## src/rtl/mem_arb_pkg.sv

```systemverilog
// Shared types and constants for the two-to-one memory arbiter.
package mem_arb_pkg;

   typedef enum logic [1:0] {
      ARB_IDLE     = 2'd0,
      ARB_BUSY_IFU = 2'd1,
      ARB_BUSY_LSU = 2'd2
   } arb_state_t;

   localparam logic ARB_ID_IFU = 1'b0;
   localparam logic ARB_ID_LSU = 1'b1;

   localparam logic [1:0] SIZE_BYTE = 2'd0;
   localparam logic [1:0] SIZE_HALF = 2'd1;
   localparam logic [1:0] SIZE_WORD = 2'd2;

endpackage

```

## src/rtl/mem_arbiter_if.sv

```systemverilog
// Bundle of the fetch, load/store and downstream memory handshakes around the arbiter.
interface mem_arbiter_if #(
   parameter int ADDR_W = 32,
   parameter int DATA_W = 32
);
   localparam int MASK_W = DATA_W / 8;

   logic              ifu_reqValid;
   logic [ADDR_W-1:0] ifu_addr;
   logic              ifu_respValid;
   logic [DATA_W-1:0] ifu_rdata;

   logic              lsu_reqValid;
   logic [ADDR_W-1:0] lsu_addr;
   logic [1:0]        lsu_size;
   logic              lsu_wen;
   logic [DATA_W-1:0] lsu_wdata;
   logic [MASK_W-1:0] lsu_wmask;
   logic              lsu_respValid;
   logic [DATA_W-1:0] lsu_rdata;

   logic              mem_reqValid;
   logic [ADDR_W-1:0] mem_addr;
   logic [1:0]        mem_size;
   logic              mem_wen;
   logic [DATA_W-1:0] mem_wdata;
   logic [MASK_W-1:0] mem_wmask;
   logic              mem_respValid;
   logic [DATA_W-1:0] mem_rdata;

   logic              busy;

   // Arbiter side: accepts CPU requests, issues memory requests.
   modport slave (
      input  ifu_reqValid, ifu_addr,
      input  lsu_reqValid, lsu_addr, lsu_size, lsu_wen, lsu_wdata, lsu_wmask,
      input  mem_respValid, mem_rdata,
      output ifu_respValid, ifu_rdata, lsu_respValid, lsu_rdata,
      output mem_reqValid, mem_addr, mem_size, mem_wen, mem_wdata, mem_wmask,
      output busy
   );

   modport master (
      output ifu_reqValid, ifu_addr,
      output lsu_reqValid, lsu_addr, lsu_size, lsu_wen, lsu_wdata, lsu_wmask,
      output mem_respValid, mem_rdata,
      input  ifu_respValid, ifu_rdata, lsu_respValid, lsu_rdata,
      input  mem_reqValid, mem_addr, mem_size, mem_wen, mem_wdata, mem_wmask,
      input  busy
   );

endinterface

```

## src/rtl/mem_arb_slot.sv

```systemverilog
// One pending-request register: captures a packed request, holds it until granted.
module mem_arb_slot #(
   parameter int W = 8
) (
   input  logic         clock,
   input  logic         reset,
   input  logic         capture,
   input  logic         clear,
   input  logic [W-1:0] din,
   output logic         valid,
   output logic [W-1:0] dout
);

   always_ff @(posedge clock or posedge reset) begin
      if (reset) begin
         valid <= 1'b0;
      end else if (clear) begin
         valid <= 1'b0;
      end else if (capture) begin
         valid <= 1'b1;
      end
   end

   // Payload is qualified by valid, so it needs no reset.
   always_ff @(posedge clock) begin
      if (capture) begin
         dout <= din;
      end
   end

endmodule

```

## src/rtl/mem_arbiter.sv

```systemverilog
// Two-to-one arbiter merging instruction fetch and load/store onto one memory bus,
// one transaction in flight, round-robin on ties.
module mem_arbiter
   import mem_arb_pkg::*;
#(
   parameter int ADDR_W = 32,
   parameter int DATA_W = 32
) (
   input logic          clock,
   input logic          reset,
   mem_arbiter_if.slave bus
);

   localparam int MASK_W = DATA_W / 8;
   localparam int REQ_W  = ADDR_W + 2 + 1 + DATA_W + MASK_W;

   arb_state_t       state;
   logic             last_grant;
   logic [REQ_W-1:0] ifu_req, lsu_req, ifu_slot, lsu_slot, win_req;
   logic             ifu_pend, lsu_pend;
   logic             idle, ifu_cand, lsu_cand, grant, win;
   logic             ifu_clear, lsu_clear, ifu_capture, lsu_capture;

   // Fetches are always word reads with no write data.
   assign ifu_req = {bus.ifu_addr, SIZE_WORD, 1'b0, {DATA_W{1'b0}}, {MASK_W{1'b0}}};
   assign lsu_req = {bus.lsu_addr, bus.lsu_size, bus.lsu_wen, bus.lsu_wdata, bus.lsu_wmask};

   mem_arb_slot #(.W(REQ_W)) u_ifu_slot (
      .clock   (clock),
      .reset   (reset),
      .capture (ifu_capture),
      .clear   (ifu_clear),
      .din     (ifu_req),
      .valid   (ifu_pend),
      .dout    (ifu_slot)
   );

   mem_arb_slot #(.W(REQ_W)) u_lsu_slot (
      .clock   (clock),
      .reset   (reset),
      .capture (lsu_capture),
      .clear   (lsu_clear),
      .din     (lsu_req),
      .valid   (lsu_pend),
      .dout    (lsu_slot)
   );

   always_comb begin
      idle     = (state == ARB_IDLE);
      ifu_cand = idle && (ifu_pend || bus.ifu_reqValid);
      lsu_cand = idle && (lsu_pend || bus.lsu_reqValid);
      grant    = ifu_cand || lsu_cand;
      if (ifu_cand && lsu_cand) begin
         win = (last_grant == ARB_ID_IFU) ? ARB_ID_LSU : ARB_ID_IFU;
      end else begin
         win = lsu_cand ? ARB_ID_LSU : ARB_ID_IFU;
      end
      if (win == ARB_ID_LSU) begin
         win_req = lsu_pend ? lsu_slot : lsu_req;
      end else begin
         win_req = ifu_pend ? ifu_slot : ifu_req;
      end
      ifu_clear = grant && (win == ARB_ID_IFU);
      lsu_clear = grant && (win == ARB_ID_LSU);
      // A live request that is granted straight from the pins bypasses its slot;
      // one arriving while pending or in flight is dropped.
      ifu_capture = bus.ifu_reqValid && !ifu_pend && (state != ARB_BUSY_IFU) && !ifu_clear;
      lsu_capture = bus.lsu_reqValid && !lsu_pend && (state != ARB_BUSY_LSU) && !lsu_clear;
   end

   always_ff @(posedge clock or posedge reset) begin
      if (reset) begin
         state             <= ARB_IDLE;
         last_grant        <= ARB_ID_LSU;
         bus.mem_reqValid  <= 1'b0;
         bus.mem_addr      <= '0;
         bus.mem_size      <= '0;
         bus.mem_wen       <= 1'b0;
         bus.mem_wdata     <= '0;
         bus.mem_wmask     <= '0;
         bus.ifu_respValid <= 1'b0;
         bus.ifu_rdata     <= '0;
         bus.lsu_respValid <= 1'b0;
         bus.lsu_rdata     <= '0;
         bus.busy          <= 1'b0;
      end else begin
         bus.mem_reqValid  <= 1'b0;
         bus.ifu_respValid <= 1'b0;
         bus.lsu_respValid <= 1'b0;
         case (state)
            ARB_IDLE: begin
               if (grant) begin
                  bus.mem_reqValid <= 1'b1;
                  {bus.mem_addr, bus.mem_size, bus.mem_wen, bus.mem_wdata, bus.mem_wmask} <= win_req;
                  last_grant       <= win;
                  bus.busy         <= 1'b1;
                  state            <= (win == ARB_ID_LSU) ? ARB_BUSY_LSU : ARB_BUSY_IFU;
               end
            end
            ARB_BUSY_IFU: begin
               if (bus.mem_respValid) begin
                  bus.ifu_rdata     <= bus.mem_rdata;
                  bus.ifu_respValid <= 1'b1;
                  bus.busy          <= 1'b0;
                  state             <= ARB_IDLE;
               end
            end
            ARB_BUSY_LSU: begin
               if (bus.mem_respValid) begin
                  bus.lsu_rdata     <= bus.mem_rdata;
                  bus.lsu_respValid <= 1'b1;
                  bus.busy          <= 1'b0;
                  state             <= ARB_IDLE;
               end
            end
            default: begin
               state    <= ARB_IDLE;
               bus.busy <= 1'b0;
            end
         endcase
      end
   end

endmodule

```

## src/flat_wrapper.sv

```systemverilog
// flat-port wrapper written by rule: the top's interface ports become plain ports
module mem_arbiter_flat import mem_arb_pkg::*;
#(
   parameter int ADDR_W = 32,
   parameter int DATA_W = 32
)
  (clock, reset, bus_ifu_reqValid, bus_ifu_addr, bus_lsu_reqValid, bus_lsu_addr, bus_lsu_size, bus_lsu_wen, bus_lsu_wdata, bus_lsu_wmask, bus_mem_respValid, bus_mem_rdata, bus_ifu_respValid, bus_ifu_rdata, bus_lsu_respValid, bus_lsu_rdata, bus_mem_reqValid, bus_mem_addr, bus_mem_size, bus_mem_wen, bus_mem_wdata, bus_mem_wmask, bus_busy);
  mem_arbiter_if #(.ADDR_W(ADDR_W), .DATA_W(DATA_W)) bus_i ();
  input logic clock;
  input logic reset;
  input wire logic [$bits(bus_i.ifu_reqValid)-1:0] bus_ifu_reqValid;
  input wire logic [$bits(bus_i.ifu_addr)-1:0] bus_ifu_addr;
  input wire logic [$bits(bus_i.lsu_reqValid)-1:0] bus_lsu_reqValid;
  input wire logic [$bits(bus_i.lsu_addr)-1:0] bus_lsu_addr;
  input wire logic [$bits(bus_i.lsu_size)-1:0] bus_lsu_size;
  input wire logic [$bits(bus_i.lsu_wen)-1:0] bus_lsu_wen;
  input wire logic [$bits(bus_i.lsu_wdata)-1:0] bus_lsu_wdata;
  input wire logic [$bits(bus_i.lsu_wmask)-1:0] bus_lsu_wmask;
  input wire logic [$bits(bus_i.mem_respValid)-1:0] bus_mem_respValid;
  input wire logic [$bits(bus_i.mem_rdata)-1:0] bus_mem_rdata;
  output wire logic [$bits(bus_i.ifu_respValid)-1:0] bus_ifu_respValid;
  output wire logic [$bits(bus_i.ifu_rdata)-1:0] bus_ifu_rdata;
  output wire logic [$bits(bus_i.lsu_respValid)-1:0] bus_lsu_respValid;
  output wire logic [$bits(bus_i.lsu_rdata)-1:0] bus_lsu_rdata;
  output wire logic [$bits(bus_i.mem_reqValid)-1:0] bus_mem_reqValid;
  output wire logic [$bits(bus_i.mem_addr)-1:0] bus_mem_addr;
  output wire logic [$bits(bus_i.mem_size)-1:0] bus_mem_size;
  output wire logic [$bits(bus_i.mem_wen)-1:0] bus_mem_wen;
  output wire logic [$bits(bus_i.mem_wdata)-1:0] bus_mem_wdata;
  output wire logic [$bits(bus_i.mem_wmask)-1:0] bus_mem_wmask;
  output wire logic [$bits(bus_i.busy)-1:0] bus_busy;
  assign bus_i.ifu_reqValid = bus_ifu_reqValid;
  assign bus_i.ifu_addr = bus_ifu_addr;
  assign bus_i.lsu_reqValid = bus_lsu_reqValid;
  assign bus_i.lsu_addr = bus_lsu_addr;
  assign bus_i.lsu_size = bus_lsu_size;
  assign bus_i.lsu_wen = bus_lsu_wen;
  assign bus_i.lsu_wdata = bus_lsu_wdata;
  assign bus_i.lsu_wmask = bus_lsu_wmask;
  assign bus_i.mem_respValid = bus_mem_respValid;
  assign bus_i.mem_rdata = bus_mem_rdata;
  assign bus_ifu_respValid = bus_i.ifu_respValid;
  assign bus_ifu_rdata = bus_i.ifu_rdata;
  assign bus_lsu_respValid = bus_i.lsu_respValid;
  assign bus_lsu_rdata = bus_i.lsu_rdata;
  assign bus_mem_reqValid = bus_i.mem_reqValid;
  assign bus_mem_addr = bus_i.mem_addr;
  assign bus_mem_size = bus_i.mem_size;
  assign bus_mem_wen = bus_i.mem_wen;
  assign bus_mem_wdata = bus_i.mem_wdata;
  assign bus_mem_wmask = bus_i.mem_wmask;
  assign bus_busy = bus_i.busy;
  mem_arbiter #(.ADDR_W(ADDR_W), .DATA_W(DATA_W)) u_core (.clock(clock), .reset(reset), .bus(bus_i));
endmodule
```

## config.mk

```make
export PLATFORM = sky130hd
export DESIGN_NAME = mem_arbiter_flat
export DESIGN_NICKNAME = d
export VERILOG_FILES = /design/src/rtl/mem_arb_pkg.sv /design/src/rtl/mem_arbiter_if.sv /design/src/rtl/mem_arb_slot.sv /design/src/rtl/mem_arbiter.sv /design/src/flat_wrapper.sv
export SDC_FILE = /design/constraint.sdc
export NUM_CORES = 1
export LEC_CHECK = 0
export ABC_AREA = 1
export CORE_MARGIN = 5
export CORE_UTILIZATION = 40
export CTS_CLUSTER_DIAMETER = 80
export DETAILED_ROUTE_END_ITERATION = 16
export HOLD_SLACK_MARGIN = 0.02
export PLACE_DENSITY_LB_ADDON = 0.25
export SYNTH_ARGS = -nofsm -noshare
export SYNTH_HDL_FRONTEND = slang
export SYNTH_SLANG_ARGS = --single-unit
```

## constraint.sdc

```tcl
create_clock -name clock -period 11.12 [get_ports clock]
set_input_delay 1.668 -clock clock [delete_from_list [all_inputs] [get_ports clock]]
set_output_delay 1.668 -clock clock [all_outputs]
set_load 0.02 [all_outputs]
```

* Yosys cells after proc, flatten, opt, wreduce, memory -nomap -nowiden
Index checks and enable logic that the tools add are counted.
Storage, ports and cells: bits in registers 247, input bits 140
Cells by class: reduce and logical (&&, ||, !) cells 26, eq/ne operators 6, mux-type cells 22, bitwise gates (word level) 1
Operator list (number):
- $mux 71 | 3
- $mux 1 | 14
- $logic_and 1x1->1 | 11
- $reduce_and 2->1 | 4
- $mux 2 | 3
- $logic_not 1->1 | 4
- $ne 2x1->1 const B | 2
- $ne 2x2->1 const B | 2
- $pmux 2 s2 | 1
- $reduce_bool 2->1 | 2
- $logic_or 1x1->1 | 3
- $eq 2x1->1 const B | 1
- $eq 2x2->1 const B | 1
- $logic_not 2->1 | 1
- $pmux 1 s2 | 1
- $reduce_or 2->1 | 1
- $not 1->1 | 1

* Longest topological paths before layout
Gate-level depths: netlist (run 1).
depth in word-level cells 10, depth in mapped cells 9, mapped depth without buffers 8

* Hierarchy
Synthesis (run 1) repeated with hierarchy kept, for this count alone.
Unflattened totals: cell total of the unflattened synthesis 1346, area, all modules 12434.4 um^2
Modules (own cells, without submodules):
- mem_arbiter | area an instance 8097.8 um^2, cells each 1196, instances 1, seq. area each 3554.7 um^2
- mem_arb_slot | area an instance 2168.3 um^2, cells each 75, instances 2, seq. area each 2157.1 um^2

* Worst setup path before layout (run 1)
OpenSTA, ideal clock, no wires.
path kind input to register, from in bus_lsu_reqValid, to reg u_core.u_lsu_slot.dout[0], enable pin, setup time 502 ps, cell stages on the path 6, path slack 5404 ps, arrival time 5215 ps, buffers on the path 1, cell sequence nor2_2 -> nor2_4 -> nand2_2 -> inv_2 -> buf_6 -> nor2_1
On the way: cells in the longest elaborated chain, start to end 7, elaborated cells on any way between the ends 11
Ends and longest elaborated chain:
- from (decl) | RTL line flat_wrapper.sv:13 | input wire logic [$bits(bus_i.lsu_reqValid)-1:0] bus_lsu_reqValid;
- $logic_or 1x1->1 | RTL line mem_arbiter.sv:51 | lsu_cand = idle && (lsu_pend || bus.lsu_reqValid);
- $logic_and 1x1->1 | RTL line mem_arbiter.sv:51
- $mux 1 or $logic_and 1x1->1 (tied branches) | RTL line mem_arbiter.sv:56, mem_arbiter.sv:53
- $mux 1 | RTL line mem_arbiter.sv:53 | if (ifu_cand && lsu_cand) begin
- $logic_and 1x1->1 | RTL line mem_arbiter.sv:64 | lsu_clear = grant && (win == ARB_ID_LSU);
- $logic_not 1->1 | RTL line mem_arbiter.sv:68 | lsu_capture = bus.lsu_reqValid && !lsu_pend && (state != ARB_BUSY_LSU) && !lsu_clear;
- $logic_and 1x1->1 (*) | RTL line mem_arbiter.sv:68
- named net u_core.lsu_capture | RTL line mem_arbiter.sv:22 | logic ifu_clear, lsu_clear, ifu_capture, lsu_capture;
- to (signal assigned) | RTL line mem_arb_slot.sv:27 | dout <= din;
- to (decl) | RTL line mem_arb_slot.sv:11 | output logic [W-1:0] dout
Mark *: on every way through the listed nets, which the timed path passes. The rest lies on a longest branch. A chain may end at the register's enable or synchronous reset.

* Final worst setup path (run 1)
from in bus_ifu_reqValid, to reg u_core.u_ifu_slot.dout[60], enable pin
On the way: cells in the longest elaborated chain, start to end 8, elaborated cells on any way between the ends 11
Ends and longest elaborated chain:
- from (decl) | RTL line flat_wrapper.sv:11 | input wire logic [$bits(bus_i.ifu_reqValid)-1:0] bus_ifu_reqValid;
- $logic_or 1x1->1 | RTL line mem_arbiter.sv:50 | ifu_cand = idle && (ifu_pend || bus.ifu_reqValid);
- $logic_and 1x1->1 | RTL line mem_arbiter.sv:50
- $logic_and 1x1->1 | RTL line mem_arbiter.sv:53
- $mux 1 | RTL line mem_arbiter.sv:53
- $not 1->1 | RTL line mem_arbiter.sv:63 | ifu_clear = grant && (win == ARB_ID_IFU);
- $logic_and 1x1->1 | RTL line mem_arbiter.sv:63
- $logic_not 1->1 | RTL line mem_arbiter.sv:67 | ifu_capture = bus.ifu_reqValid && !ifu_pend && (state != ARB_BUSY_IFU) && !ifu_clear;
- $logic_and 1x1->1 (*) | RTL line mem_arbiter.sv:67
- named net u_core.ifu_capture | RTL line mem_arbiter.sv:22
- to (signal assigned) | RTL line mem_arb_slot.sv:27
- to (decl) | RTL line mem_arb_slot.sv:11
Marked as above.

==> run_results.csv, run 1 <==
group,metric,value,unit
global_routing,grt_pass1_vias,7752,
cells_and_area,n_antenna_cell,0,
synth,synthCells,1128,
setup_path,arrival,5040,ps
sta,hold_violations,0,
global_routing,gr-usage-all-layers,18.3,%
cells_and_area,final_core_util,55.6,%
setup_path,criticalPathCategory,"input pin to register",
clock_tree,cts_tree,"done",
routing,wl,27.5,mm
setup_path,worstReg2RegStart,"u_core.u_ifu_slot.valid",
setup_path,max_stage_delay,780,ps
setup_path,r2r_cells,6,
clock_tree,cts_hold_buf,0,
global_routing,grt_pass1_wl,43.0,mm
routing,routedWlPerCell,15.9,µm
hold_path,hp-class,"register to register",
setup_path,critPathBufInv,3,
synth,netlist_area,10300,µm²
cells_and_area,fill_cells,2221,
flow_run,drv_cap,0,
cells_and_area,regArea,6700,µm²
synth,yosys_register_bits,247,
place,dpl_worst_slack,5630,ps
setup_path,crit_family,"buffers and inverters",
die,rows,58,
die,start_util,40.8,%
setup_path,cp_cell_sequence,"clkdlybuf4s50_1 -> o21ai_4 -> nand2_2 -> inv_2 -> nor2_1 -> nor2_2 -> buf_4",
clock_tree,cts-root-buf,"clkbuf_16",
setup_path,slowest_stage,"inv_2",
clock_tree,cts_buffers,27,
routing,route.met2.wl,12.2,mm
die,ios,279,
die,core-area,25300,µm²
place,hpwl,18.3,mm
clock_tree,clock-sinks,247,
sta,fmax,0.205,GHz
sta,relSlewSlack,19.0,%
synth,avgSynthCellArea,9.17,µm²
cells_and_area,multi_input_area,3040,µm²
sta,final_max_slew_viol_count,0,
sta,setup_viol,0,
outcome,status,"finished clean",
global_routing,grt_max_degree,75,
routing,top_layer,"met5",
power,power.density,291,nW/µm²
routing,dr.pass1.iters,5,
die,die_y,171,µm
setup_path,required,11290,ps
synth,ys_seq_area_share,64.8,%
setup_path,reg2reg_slack,6880,ps
routing,first_iter_violations,596,
power,leakagePower,6.62,nW
cells_and_area,nets,1525,
setup_path,endpoint_kind,"register",
place,port_buffers,278,
routing,met1_length,12.4,mm
hold_path,hold_depth,2,
clock_tree,clockBufferDepth,3,
setup_path,worstSetupStartpointType,"input pin",
routing,num_vias,8051,
sta,fin_skew,8.89,ps
global_routing,antenna_found_initial,1,
sta,period_minus_slack,4870,ps
clock_tree,cts_resized,0,
setup_path,worst_r2r_endpoint,"u_core.u_ifu_slot.dout[60]",
sta,grt_setup_unrepaired,"no",
routing,routed_via_density,4.65,
synth,yosysWarnings,0,
clock_tree,htreeDepth,1,
routing,wl_met3,2.23,mm
synth,synth_fp_nets,1271,
synth,ys_types,21,
power,peakVddDrop,156,µV
routing,final_antenna_net_count,0,
place,numPlacedInstances,1683,
setup_path,critPathMaxFanout,41,
hold_path,min_from,"u_core.bus.ifu_rdata[19]",
clock_tree,cts.clk_slew.worst_paths,60,ps
cells_and_area,area_delta_synth_final,36.2,%
clock_tree,worstSkewPairLatency,520,ps
clock_tree,post_cts_buffers,0,
sta,min_period_over_period,43.8,%
hold_path,holdPathEnd,"u_core.bus.ifu_rdata[19]",
global_routing,overflow,0,
sta,tns,0,ps
sta,tightest_slew,1210,ps
place,gp_congestion,0.798,
cells_and_area,drive_above_1_share,4.35,%
die,die_w,171,µm
sta,layout_setup_ws,6250,ps
routing,drc_errors,0,
die,dieArea,29200,µm²
cells_and_area,stdcell_count,1732,
==> worst register-to-register path, stage by stage (launching register included) <==
cell and delay, ps:
dfrtp_1 840, o21ai_4 960, nand2_2 660, inv_2 790, nor2_1 150, nor2_2 110
buf_4 380
==> layout make-up <==
cell class	count	area share, %
Inverter	78	2.11
Clock buffer	41	5.52
Sequential cell	247	47.5
Timing Repair Buffer	284	20.1
Multi-Input combinational cell	744	21.6
Tap cell	330	2.93
Clock inverter	8	0.275
==> worst max-delay path by stage <==
stage / start / endpoint / depth (start not counted)
final: bus_ifu_reqValid / u_core.u_ifu_slot.dout[60] / 7
after global routing: bus_ifu_reqValid / u_core.u_ifu_slot.dout[70] / 7
after CTS: bus_ifu_reqValid / u_core.u_ifu_slot.dout[60] / 7
after detailed placement: bus_ifu_reqValid / u_core.u_ifu_slot.dout[54] / 7
after global placement: bus_ifu_reqValid / u_core.u_ifu_slot.dout[49] / 7
after floorplan: bus_lsu_reqValid / u_core.u_lsu_slot.dout[0] / 6
==> placed cells by master, fill, tap and decap left out <==
master / count
o21ai_0: 68
clkinv_1: 1
inv_1: 73
dfstp_2: 1
clkbuf_8: 5
nor2_1: 3
clkinv_2: 7
inv_2: 4
nor2_2: 2
clkbuf_16: 27
o21ai_4: 1
buf_4: 6
inv_6: 1
clkbuf_1: 9
edfxtp_1: 103
nand3b_1: 1
ha_1: 3
dfrtp_1: 142
nand3_1: 68
nand2_2: 4
dfrtp_2: 1
nand2_1: 590
clkdlybuf4s50_1: 278
nor2_4: 2
a21oi_1: 2
==> per-layer routing <==
metal  track usage, %  vias to the layer above
li1                 -                     4045
met1             26.2                     3649
met2             28.4                      301
met3             4.21                       54
met4             4.79                        2
met5                0                        -
==> cell families (layout without fill, tap and decap cells) <==
kind of cell	Yosys count	count (layout)	synth area share [%]
adder cells (fa/ha/maj)	3	3	0.363
AO/OA/AOI/OAI	71	71	3.54
buffers and inverters	137	411	6.02
AND/OR/NAND/NOR	670	670	25.3
flip-flops	247	247	64.8
==> flip-flops by register name, indices dropped and copies added (netlist names) <==
signal / flops
u_core.u_lsu_slot.dout: 71
u_core.bus.ifu_rdata: 32
u_core.bus.lsu_rdata: 32
u_core.bus.mem_addr: 32
u_core.bus.mem_wdata: 32
u_core.u_ifu_slot.dout: 32
u_core.bus.mem_wmask: 4
u_core.bus.mem_size: 2
u_core.state: 2
u_core.bus.busy: 1
u_core.bus.ifu_respValid: 1
u_core.bus.lsu_respValid: 1
u_core.bus.mem_reqValid: 1
u_core.bus.mem_wen: 1
u_core.last_grant: 1
u_core.u_ifu_slot.valid: 1
u_core.u_lsu_slot.valid: 1
==> metrics by stage <==
stage / power [mW] / instance area (µm²) / hold WS (ps)
2_1_floorplan: 2.58 / 10300 / 463
3_3_place_gp: 3.27 / 13300 / 464
3_5_place_dp: 3.30 / 13300 / 466
4_1_cts: 4.15 / 14100 / 482
5_1_grt: 4.39 / 14100 / 494
6_report: 4.10 / 14100 / 480
==> power breakdown <==
group	switching (mW)	total [mW]	internal, mW
logic	1.09	1.78	0.687
clock network	0.350	0.829	0.479
registers	0.182	1.49	1.31
==> cells in the mapped netlist <==
| master | n | share of area (%) |
|---|---|---|
| clkbuf_1 | 18 | 0.65 |
| buf_4 | 4 | 0.29 |
| o21ai_4 | 1 | 0.16 |
| nand3_1 | 68 | 3.3 |
| edfxtp_1 | 103 | 30 |
| buf_2 | 27 | 1.3 |
| nand2_2 | 2 | 0.12 |
| nor2_4 | 1 | 0.11 |
| buf_1 | 2 | 0.073 |
| nand2_1 | 592 | 21 |
| nor2_1 | 5 | 0.18 |
| inv_2 | 4 | 0.15 |
| inv_1 | 74 | 2.7 |
| a21oi_1 | 2 | 0.097 |
| ha_1 | 3 | 0.36 |
| o21ai_0 | 68 | 3.3 |
| dfstp_2 | 1 | 0.25 |
| nor2_2 | 1 | 0.061 |
| buf_6 | 8 | 0.87 |
| nand3b_1 | 1 | 0.073 |
| dfrtp_1 | 143 | 35 |
Note: power is estimated with default switching activity, not from simulation.
==> run 2, diff against run 1 <==
clock period = 4.1 ns   (was 11.12 ns; I/O delays follow)
==> run_results.csv, run 2 (synthesis gave the netlist of run 1 again) <==
group,metric,value,unit
global_routing,grt_pass1_wl,44.2,mm
setup_path,critPathMaxFanout,32,
die,ios,279,
setup_path,criticalPathCategory,"input pin to register",
power,sequentialPowerShare,35.1,%
sta,tightest_slew,1070,ps
clock_tree,cts_buffers,27,
place,hpwl,18.8,mm
global_routing,grt_max_degree,74,
setup_path,arrival,2680,ps
cells_and_area,layout_common_cells,"nand2_1, clkdlybuf4s50_1, dfrtp_1",
die,die_w,171,µm
routing,dr.pass1.iters,4,
die,die_y,171,µm
routing,routedWlPerCell,16.1,µm
clock_tree,cts_resized,0,
routing,final_antenna_net_count,0,
power,leakagePower,6.68,nW
sta,fin_skew,13.4,ps
flow_run,drv_cap,0,
global_routing,overflow,0,
die,core-area,25300,µm²
power,switching_share,39.4,%
power,pwr-share-clk,21.2,%
routing,routed_via_density,4.68,
cells_and_area,n_antenna_cell,0,
cells_and_area,final_core_util,56.2,%
clock_tree,post_cts_buffers,0,
place,port_buffers,278,
clock_tree,worstSkewPairLatency,520,ps
global_routing,antenna_found_initial,0,
clock_tree,htreeDepth,1,
clock_tree,cts.clk_slew.worst_paths,60,ps
cells_and_area,largest_reg_flops,71,
routing,drc_errors,0,
cells_and_area,fill_cells,2270,
cells_and_area,largest_register,"u_core.u_lsu_slot.dout",
sta,min_period_over_period,62.0,%
cells_and_area,nets,1534,
sta,period_minus_slack,2540,ps
die,rows,58,
die,start_util,40.8,%
clock_tree,clock-sinks,247,
cells_and_area,area_delta_synth_final,37.5,%
clock_tree,cts-root-buf,"clkbuf_16",
sta,grt_setup_unrepaired,"no",
sta,tns,0,ps
outcome,status,"finished clean",
routing,first_iter_violations,633,
cells_and_area,final_common_cell,"nand2_1",
power,peakVddDrop,428,µV
power,p_switching,4.48,mW
setup_path,required,4240,ps
global_routing,grt_pass1_vias,7943,
cells_and_area,drive_above_1_share,5.17,%
power,comb_power_share,43.7,%
sta,hold_violations,0,
hold_path,hp-class,"input pin to async pin",
sta,final_max_slew_viol_count,0,
sta,relSlewSlack,28.6,%
setup_path,worstSetupStartpointType,"input pin",
sta,fmax,0.393,GHz
global_routing,gr-usage-all-layers,18.9,%
power,internal_power,6.88,mW
routing,num_vias,8151,
power,power.density,798,nW/µm²
die,dieArea,29200,µm²
routing,wl,28.0,mm
place,gp_congestion,0.783,
clock_tree,cts_hold_buf,0,
setup_path,endpoint_kind,"register",
sta,setup_viol,0,
clock_tree,cts_tree,"done",
clock_tree,clockBufferDepth,3,
## run 2: changes by cell type in the layout (fill, tap and decap cells not counted)
cell,previous run,this run
buf_4,6,15
clkbuf_8,5,2
clkinv_4,0,1
clkinv_2,7,6
clkbuf_1,9,4
clkinvlp_4,0,4
inv_6,1,0
bufinv_16,0,3
nor2_4,2,3
clkinv_1,1,3
nor2_2,2,1
## run 2: path summary, 6_finish.rpt
path | slack (ps) | cells after the start | start | end
min in group clock | 480 | 2 | u_core.bus.mem_wdata[15] | u_core.bus.mem_wdata[15]
max reg2reg | 1690 | 5 | u_core.state[0] | u_core.u_ifu_slot.dout[47]
max | 1560 | 6 | bus_ifu_reqValid | u_core.u_ifu_slot.dout[47]
min | 340 | 2 | reset | u_core.bus.ifu_rdata[23]
max in group asynchronous | 2920 | 3 | reset | u_core.bus.mem_addr[9]
min reg2reg | 480 | 2 | u_core.bus.mem_wdata[15] | u_core.bus.mem_wdata[15]
## run 2: through the flow
stage | hold WS (ps) | setup slack, ps | power (mW) | area, µm² | std cells
5_1_grt | 338 | 1330 | 12.2 | 14200 | 1741
3_3_place_gp | 462 | 991 | 8.95 | 13300 | 1692
4_1_cts | 323 | 1510 | 11.5 | 14200 | 1741
6_report | 341 | 1560 | 11.4 | 14200 | 1741
3_5_place_dp | 464 | 969 | 9.05 | 13300 | 1692
2_1_floorplan | 463 | 666 | 6.99 | 10300 | 1128
## run 2: final cells by class
| cell class | instances | area [µm²] | share of cell area [%] |
|---|---|---|---|
| Multi-Input combinational cell | 744 | 3040 | 21.4 |
| Sequential cell | 247 | 6700 | 47.1 |
| Inverter | 78 | 297 | 2.08 |
| Tap cell | 330 | 413 | 2.90 |
| Timing Repair Buffer | 293 | 2900 | 20.4 |
| Clock buffer | 33 | 718 | 5.05 |
| Clock inverter | 16 | 163 | 1.14 |
## run 2: power by group through the flow
| stage | Combinational (mW) | Clock [mW] | Sequential (mW) |
|---|---|---|---|
| 2_1_floorplan | 2.30 | 0 | 4.69 |
| 3_3_place_gp | 4.95 | 0 | 4.00 |
| 3_5_place_dp | 5.03 | 0 | 4.02 |
| 4_1_cts | 5.05 | 2.46 | 3.99 |
| 5_1_grt | 5.51 | 2.56 | 4.09 |
| 6_report | 4.97 | 2.40 | 3.99 |
## run 2: critical path: stages
cell and delay, ps:
clkdlybuf4s50_1 500, nor2_1 170, nand2_1 80, nand2_2 380, nor2_1 170, nor2_4 750
## run 2: metal layers
metal	track usage [%]	vias to the layer above	routed length, µm
met1	26.9	3767	12400
met3	3.90	47	2160
met5	0	-	0
met4	5.10	0	709
li1	-	4065	-
met2	29.7	272	12800
==> run 3, diff against run 2 <==
clock period = 2.5 ns   (was 4.1 ns; I/O delays follow)
==> run_results.csv, run 3 (synthesis gave the netlist of run 1 again) <==
group,metric,value,unit
routing,routed_via_density,4.69,
clock_tree,clock-sinks,247,
sta,period_minus_slack,1940,ps
place,dpl_cell_area,13500,µm²
cells_and_area,final_design_area_no_fill,14300,µm²
place,hpwl,19.1,mm
clock_tree,cts.clk_slew.worst_paths,60,ps
setup_path,max_stage_delay,640,ps
die,die_w,171,µm
cells_and_area,largest_reg_flops,71,
cells_and_area,final_common_cell,"nand2_1",
hold_path,hp-class,"input pin to async pin",
setup_path,arrival,1570,ps
sta,tightest_slew,595,ps
sta,fmax,0.515,GHz
setup_path,endpoint_kind,"output pin",
setup_path,required,2120,ps
global_routing,antenna_found_initial,3,
cells_and_area,drive_above_1_share,5.50,%
clock_tree,cts_tree,"done",
routing,num_vias,8191,
die,start_util,40.8,%
power,leakagePower,6.71,nW
sta,min_period_over_period,77.6,%
global_routing,overflow,0,
cells_and_area,n_antenna_cell,0,
setup_path,slowest_stage,"clkdlybuf4s50_1",
sta,timing.hold.ws,371,ps
clock_tree,cts_buffers,27,
outcome,status,"finished clean",
die,rows,58,
setup_path,worstSetupStartpointType,"register",
global_routing,grt_max_degree,101,
sta,fin_skew,23.8,ps
die,core-area,25300,µm²
setup_path,critPathMaxFanout,2,
global_routing,grt_pass1_vias,8260,
setup_path,r2r_cells,5,
setup_path,reg2reg_slack,710,ps
die,dieArea,29200,µm²
routing,wl,28.5,mm
routing,routedWlPerCell,16.3,µm
die,die_y,171,µm
sta,final_max_slew_viol_count,0,
clock_tree,cts_hold_buf,0,
setup_path,worst_r2r_endpoint,"u_core.bus.ifu_rdata[13]",
global_routing,grt_pass1_wl,44.7,mm
global_routing,gr-usage-all-layers,19.1,%
sta,tns,0,ps
setup_path,cp_cell_sequence,"clkdlybuf4s50_1",
cells_and_area,nets,1540,
clock_tree,worstSkewPairLatency,540,ps
sta,layout_setup_ws,560,ps
flow_run,drv_cap,0,
place,gp_congestion,0.789,
power,power.density,1300,nW/µm²
cells_and_area,largest_register,"u_core.u_lsu_slot.dout",
power,peakVddDrop,697,µV
setup_path,worstReg2RegStart,"u_core.state[1]",
place,numPlacedInstances,1698,
routing,first_iter_violations,675,
setup_path,criticalPathCategory,"register to output pin",
clock_tree,cts-root-buf,"clkbuf_16",
routing,final_antenna_net_count,0,
cells_and_area,layout_common_cells,"nand2_1, clkdlybuf4s50_1, dfrtp_1",
sta,relSlewSlack,60.4,%
routing,drc_errors,0,
setup_path,crit_family,"buffers and inverters",
power,power,18.6,mW
clock_tree,clockBufferDepth,3,
cells_and_area,stdcell_count,1748,
sta,hold_violations,0,
clock_tree,cts_resized,0,
setup_path,critPathBufInv,1,
sta,grt_setup_unrepaired,"no",
clock_tree,post_cts_buffers,0,
cells_and_area,area_delta_synth_final,38.2,%
place,dpl_worst_slack,527,ps
sta,setup_viol,0,
die,ios,279,
cells_and_area,final_core_util,56.4,%
clock_tree,htreeDepth,1,
routing,dr.pass1.iters,5,
place,port_buffers,278,
run 3: changes by cell type in the layout (fill, tap and decap cells not counted), moves of 2 or more:
cell        before  now
buf_12           0    5
clkinv_1         3    0
clkinvlp_4       4    2
bufinv_16        3    0
clkbuf_8         2    5
clkbuf_1         4   10
run 3: power breakdown:
part	switching (mW)	internal [mW]
Combinational	5.07	3.24
Sequential	0.723	5.82
Clock	1.58	2.14
run 3: how the worst max path moves through the flow:
stage | start | to | slack [ps] | cells past startpoint
6_report | u_core.bus.mem_addr[19] | bus_mem_addr[19] | 560 | 1
5_1_grt | u_core.bus.busy | bus_busy | 480 | 1
4_1_cts | u_core.bus.busy | bus_busy | 530 | 1
3_5_place_dp | bus_ifu_reqValid | u_core.u_ifu_slot.dout[52] | 530 | 7
3_3_place_gp | bus_ifu_reqValid | u_core.u_ifu_slot.dout[49] | 540 | 7
2_1_floorplan | u_core.state[0] | u_core.u_lsu_slot.dout[0] | 7 | 8
run 3: routing by layer:
layer / GRT usage, % / vias up / routed length (µm)
met2: 31.0 / 255 / 13300
met4: 4.17 / 6 / 574
met3: 5.08 / 46 / 2400
li1: - / 4075 / -
met1: 26.0 / 3809 / 12100
met5: 0 / - / 33
run 3: layout make-up:
type	instances	area, µm²
clock buffers	42	782
fillers	2290	11000
flip-flops and latches	247	6700
well taps	330	413
repair buffers	299	3000
clock inverters	8	46.3
multi-input cells	744	3050
inverters	78	297
run 3: worst register-to-register path, stage by stage (launching register included):
cell,delay (ps)
dfrtp_1,380
inv_1,80
ha_1,240
nand2_2,410
buf_4,400
o21ai_0,150
==> variant 1, RTL diff (settings of run 3) <==
`ADDR_W` is set to 32 in 3 places; all go to 36.
--- a/src/rtl/mem_arbiter_if.sv
+++ b/src/rtl/mem_arbiter_if.sv
@@ -1,6 +1,6 @@
 // Bundle of the fetch, load/store and downstream memory handshakes around the arbiter.
 interface mem_arbiter_if #(
-   parameter int ADDR_W = 32,
+   parameter int ADDR_W = 36,
    parameter int DATA_W = 32
 );
    localparam int MASK_W = DATA_W / 8;
--- a/src/rtl/mem_arbiter.sv
+++ b/src/rtl/mem_arbiter.sv
@@ -3,7 +3,7 @@
 module mem_arbiter
    import mem_arb_pkg::*;
 #(
-   parameter int ADDR_W = 32,
+   parameter int ADDR_W = 36,
    parameter int DATA_W = 32
 ) (
    input logic          clock,
--- a/src/flat_wrapper.sv
+++ b/src/flat_wrapper.sv
@@ -1,7 +1,7 @@
 // flat-port wrapper written by rule: the top's interface ports become plain ports
 module mem_arbiter_flat import mem_arb_pkg::*;
 #(
-   parameter int ADDR_W = 32,
+   parameter int ADDR_W = 36,
    parameter int DATA_W = 32
 )
   (clock, reset, bus_ifu_reqValid, bus_ifu_addr, bus_lsu_reqValid, bus_lsu_addr, bus_lsu_size, bus_lsu_wen, bus_lsu_wdata, bus_lsu_wmask, bus_mem_respValid, bus_mem_rdata, bus_ifu_respValid, bus_ifu_rdata, bus_lsu_respValid, bus_lsu_rdata, bus_mem_reqValid, bus_mem_addr, bus_mem_size, bus_mem_wen, bus_mem_wdata, bus_mem_wmask, bus_busy);
Ports: changed (resized bus_ifu_addr, bus_lsu_addr and bus_mem_addr); port bits go from 279 to 291. No check against the original RTL was run, so the function may have changed too.
==> variant 1 against run 3 <==
- area after synthesis grew 5.3%
- cell area grew 5.5%
- wire length grew 1.7%
- core utilization shrank 0.34 points
- largest power group unchanged
- total power grew 5.5%
- critical path depth grew 3
- critical endpoint is now u_core.u_lsu_slot.dout[50]$_DFFE_PP_
- hold slack lost 0.034 ns
- via count grew 3.6%
- global-route usage shrank 0.73 points
- synthesized cell count grew 5.9%
- count of clock-buffer cells in the layout grew 5
- setup slack lost 0.046 ns
- sequential cell count grew 12
==> variant 1: results (changes against run 3) <==
| Metric | Value |
|---|---|
| Synth Warn # | 0 (unchanged) |
| Top flop regs | u_core.u_lsu_slot.dout: 75 flops, u_core.bus.mem_addr: 36 flops, u_core.u_ifu_slot.dout: 36 flops |
| Max layer used | met5 |
| Most frequent cells after synthesis | nand2_1, dfrtp_1, edfxtp_1 |
| Initial DRC Count | 532 (-21%) |
| Global-route wire length before repair | 46000 microns (+2.8%) |
| Netlist cell types | 21 (unchanged) |
| Layout Nets | 1622 (+5.3%) |
| Fin cells | 1835 (+5.0%) |
| Synth top area cells | dfrtp_1, edfxtp_1, nand2_1 |
| WL/cell | 15.8 microns (-3.2%) |
| Slew headroom | 0.551 (-0.0529) |
| Clock Root Buffer | clkbuf_16 |
| Peak VDD IR | 0.646 mV (-7.3%) |
| DRT Pass-1 Iters | 5 (unchanged) |
| Resized Gates After CTS | 0 (unchanged) |
| FFs w/ async S/R, synth | 0.571 (-0.0116) |
| Number of flops mapped to enable cells by yosys | 111 (+7.8%) |
| CTS Buffer Depth | 3 (unchanged) |
| Most used DFF post-synth | dfrtp_1 |
| Arrival time worst endpoint | 2.20 ns (+0.63 ns) |
| Clock skew | 0.00929 ns (-0.0146 ns) |
| Htree depth | 1 (unchanged) |
| Sum of net half-perimeters after detailed placement | 20000 microns (+4.9%) |
| Share of layout cells above drive strength 1 | 0.0523 (-0.00273) |
| Count of port buffers added during placement | 290 (+4.3%) |
| DR WL met3 | 1870 microns (-22%) |
| Largest net degree at the start of global routing | 63 (-38%) |
| CTS Buf Count | 29 (+7.4%) |
| Wl on met1 | 12800 microns (+5.9%) |
| RePlAce Congestion | 0.794 (+0.60%) |
| Initial antenna violation count | 6 (+3) |
| Worst-Skew Late Latency | 0.53 ns |
| Leak | 7.07 nW (+5.3%) |
| Fill count | 2378 (+3.8%) |
| Register area share after synthesis | 0.646 (-0.00163) |
| Syn Inst Count | 1195 (+5.9%) |
| Clock-pin transition on the worst setup and hold timing paths | 0.06 ns (about the same) |
| Postcts setup bufs | 0 (unchanged) |
| Vias | 8484 (+3.6%) |
| Syn nets | 1346 (+5.9%) |
| Hold WC Path Type | primary input to async pin |
| CP Max Fanout | 38 (+36) |
| Vias in the first global route | 8439 (+2.2%) |
| Total GRT Usage | 0.184 (-0.00733) |
| Outcome | completed |
| DR WL met2 | 13200 microns (-0.71%) |
-- variant 1: path summary, 6_finish.rpt --
| path | cells past startpoint | slack, ns | endpoint | from |
|---|---|---|---|---|
| min in group clock | 3 | 0.42 | u_core.bus.lsu_rdata[26]$_DFFE_PP0P_ | bus_mem_rdata[26] |
| setup / recovery | 4 | 0.51 | u_core.u_lsu_slot.dout[50]$_DFFE_PP_ | u_core.u_lsu_slot.valid$_DFFE_PP0P_ |
| max in group asynchronous | 3 | 1.76 | u_core.bus.mem_wdata[12]$_DFFE_PP0P_ | reset |
| setup reg to reg | 4 | 0.51 | u_core.u_lsu_slot.dout[50]$_DFFE_PP_ | u_core.u_lsu_slot.valid$_DFFE_PP0P_ |
| hold reg to reg | 2 | 0.48 | u_core.bus.mem_wdata[26]$_DFFE_PP0P_ | u_core.bus.mem_wdata[26]$_DFFE_PP0P_ |
| hold / removal | 3 | 0.34 | u_core.bus.mem_wmask[2]$_DFFE_PP0P_ | reset |
-- variant 1: metrics by stage --
step	instance area, sq um	setup slack (ns)
floorplan	10900	0.00339
global placement	14100	0.438
detailed placement	14100	0.397
CTS	15100	0.483
global route	15100	0.366
finish	15100	0.514
-- variant 1: routing by layer --
layer  track usage  vias up
met5             0        -
met4        0.0550       10
met3        0.0426       65
met2         0.295      263
met1         0.250     3840
li1              -     4306
-- variant 1: cell families after synthesis --
logic type | count (synthesis) | synth area share
AO/OA/AOI/OAI | 71 | 0.0326
adder cells (fa/ha/maj) | 3 | 0.00345
flip-flops | 259 | 0.646
AND/OR/NAND/NOR | 714 | 0.256
buffers and inverters | 148 | 0.0619
-- variant 1: final cells by class --
cell class / instances / area share
Sequential cell: 259 / 0.467
Multi-Input combinational cell: 788 / 0.214
Timing Repair Buffer: 311 / 0.207
Clock buffer: 47 / 0.0586
Tap cell: 341 / 0.0283
Inverter: 82 / 0.0207
Clock inverter: 5 / 0.00332
Antenna cell: 2 / 0.000332
-- variant 1: where the power goes --
part           switching [mW]  internal [mW]  total (mW)
logic                    5.19           3.37        8.55
clock network            1.65           2.49        4.14
registers               0.792           6.11        6.90
-- variant 1: critical path: stages (launching register included) --
cell and delay [ns]:
dfrtp_4 0.62, inv_2 0.36, nand3b_1 0.21, nor2_4 0.19, buf_12 0.24
==> variant 2, RTL diff (flow settings as in run 3) <==
Without the edit above. Encoding of `arb_state_t`: now one-hot (3 bits for 3 states).
--- a/src/rtl/mem_arb_pkg.sv
+++ b/src/rtl/mem_arb_pkg.sv
@@ -1,10 +1,10 @@
 // Shared types and constants for the two-to-one memory arbiter.
 package mem_arb_pkg;
 
-   typedef enum logic [1:0] {
-      ARB_IDLE     = 2'd0,
-      ARB_BUSY_IFU = 2'd1,
-      ARB_BUSY_LSU = 2'd2
+   typedef enum logic [2:0] {
+      ARB_IDLE     = 3'b001,
+      ARB_BUSY_IFU = 3'b010,
+      ARB_BUSY_LSU = 3'b100
    } arb_state_t;
 
    localparam logic ARB_ID_IFU = 1'b0;
Formal check against the unedited RTL: no difference found for any inputs over 4 cycles, from zero or initial values and one cycle with reset high; so few cycles prove little.
==> variant 2 against run 3 <==
- area after synthesis is 1.0% lower
- wire length grew 2.4%
- total power decreased by 1.0%
- clock power grew 3%
- final cell count fell by 1.4%
- setup slack improved by 0.031 ns
- sequential share of layout area increased by 0.34 points
- highest routed layer unchanged
- cell area is 0.32% lower
- sequential cell count up 1
==> variant 2: results (changes against run 3) <==
| Metric | Value |
|---|---|
| Wl on met1 | 12200 microns (+0.41%) |
| Drt via density | 4.86 (+3.7%) |
| Met1 usage | 0.263 (+0.00287) |
| Postcts setup bufs | 0 (unchanged) |
| Outcome | completed |
| Period utilisation layout | 0.764 (-0.0123) |
| Worst r2r src | u_core.u_ifu_slot.valid$_DFFE_PP0P_ |
| GR Util met2 | 0.315 (+0.00555) |
| Footprint of the multi-input gates | 3180 sq um (+4.1%) |
| Clock skew | 0.0149 ns (-0.00892 ns) |
| Sequential cell fraction of total power | 0.351 (about the same) |
| Final-layout non-clock buffer area share | 0.211 (+0.000683) |
| Switching Share | 0.390 (-0.00699) |
| Clock buf count | 35 (-17%) |
| Yosys reg bits | 248 (+0.40%) |
| FFs w/ async S/R, synth | 0.585 (+0.00168) |
| Synth top area cells | dfrtp_1, edfxtp_1, nand2_1 |
| Clk cell area share | 0.0597 (+0.00177) |
| Arrival time worst endpoint | 1.53 ns (-0.04 ns) |
| Leak | 6.52 nW (-2.8%) |
| Comb power frac | 0.440 (-0.008) |
| Initial DRC Count | 658 (-2.5%) |
| Fill count | 2244 (-2.0%) |
| Register area share after synthesis | 0.657 (+0.00913) |
| CP Launch Point | u_core.bus.mem_addr[0]$_DFFE_PP0P_ |
| Grt met3 use | 0.0583 (+0.00747) |
| RePlAce Congestion | 0.777 (-1.5%) |
| DP Cell Count | 1673 (-1.5%) |
| Most frequent cells after synthesis | nand2_1, dfrtp_1, edfxtp_1 |
| Diode count | 1 (+1) |
| Vias in the first global route | 8462 (+2.4%) |
| End point of the critical path | bus_mem_addr[0] |
| Layout Nets | 1512 (-1.8%) |
| DR WL met3 | 2760 microns (+15%) |
| Synth Warn # | 0 (unchanged) |
| Share of layout cells above drive strength 1 | 0.0546 (-0.000409) |
| DR WL met2 | 13500 microns (+1.5%) |
| Vias | 8372 (+2.2%) |
| Area of placed instances | 13400 sq um (-0.53%) |
| Sum of net half-perimeters after detailed placement | 18900 microns (-0.81%) |
| Syn Inst Count | 1104 (-2.1%) |
| Seq area share | 0.472 (+0.00337) |
| Initial antenna violation count | 2 (-1) |
| Largest net degree at the start of global routing | 73 (-28%) |
| Cell Pwr Density | 1290 nW/um^2 (-0.72%) |
| Peak VDD IR | 0.735 mV (+5.5%) |
| Netlist cell types | 23 (+9.5%) |
| FF/Latch Area | 6730 sq um (+0.39%) |
| Worst R2R Path Depth | 8 (+3) |
| Comb_multi_in | 780 (+4.8%) |
| Syn nets | 1244 (-2.1%) |
| Setup WS pre-CTS | 0.340 ns (-0.187 ns) |
| Synth Cell Area | 10200 sq um (-1.0%) |
## variant 2: how the worst min path moves through the flow
| stage | endpoint | startpoint | slack [ns] |
|---|---|---|---|
| CTS | u_core.bus.ifu_rdata[20]$_DFFE_PP0P_ | reset | 0.24 |
| global placement | u_core.bus.ifu_rdata[1]$_DFFE_PP0P_ | u_core.bus.ifu_rdata[1]$_DFFE_PP0P_ | 0.46 |
| finish | u_core.bus.ifu_rdata[20]$_DFFE_PP0P_ | reset | 0.24 |
| detailed placement | u_core.bus.mem_size[0]$_DFFE_PP0P_ | u_core.bus.mem_size[0]$_DFFE_PP0P_ | 0.46 |
| global route | u_core.bus.ifu_rdata[25]$_DFFE_PP0P_ | reset | 0.26 |
| floorplan | u_core.last_grant$_DFFE_PP1P_ | u_core.last_grant$_DFFE_PP1P_ | 0.46 |
## variant 2: cells by family after synthesis
kind of cell | count (synthesis) | synth area share
compound gates | 39 | 0.0202
buf+inv | 76 | 0.0348
flops | 248 | 0.657
simple gates | 741 | 0.288
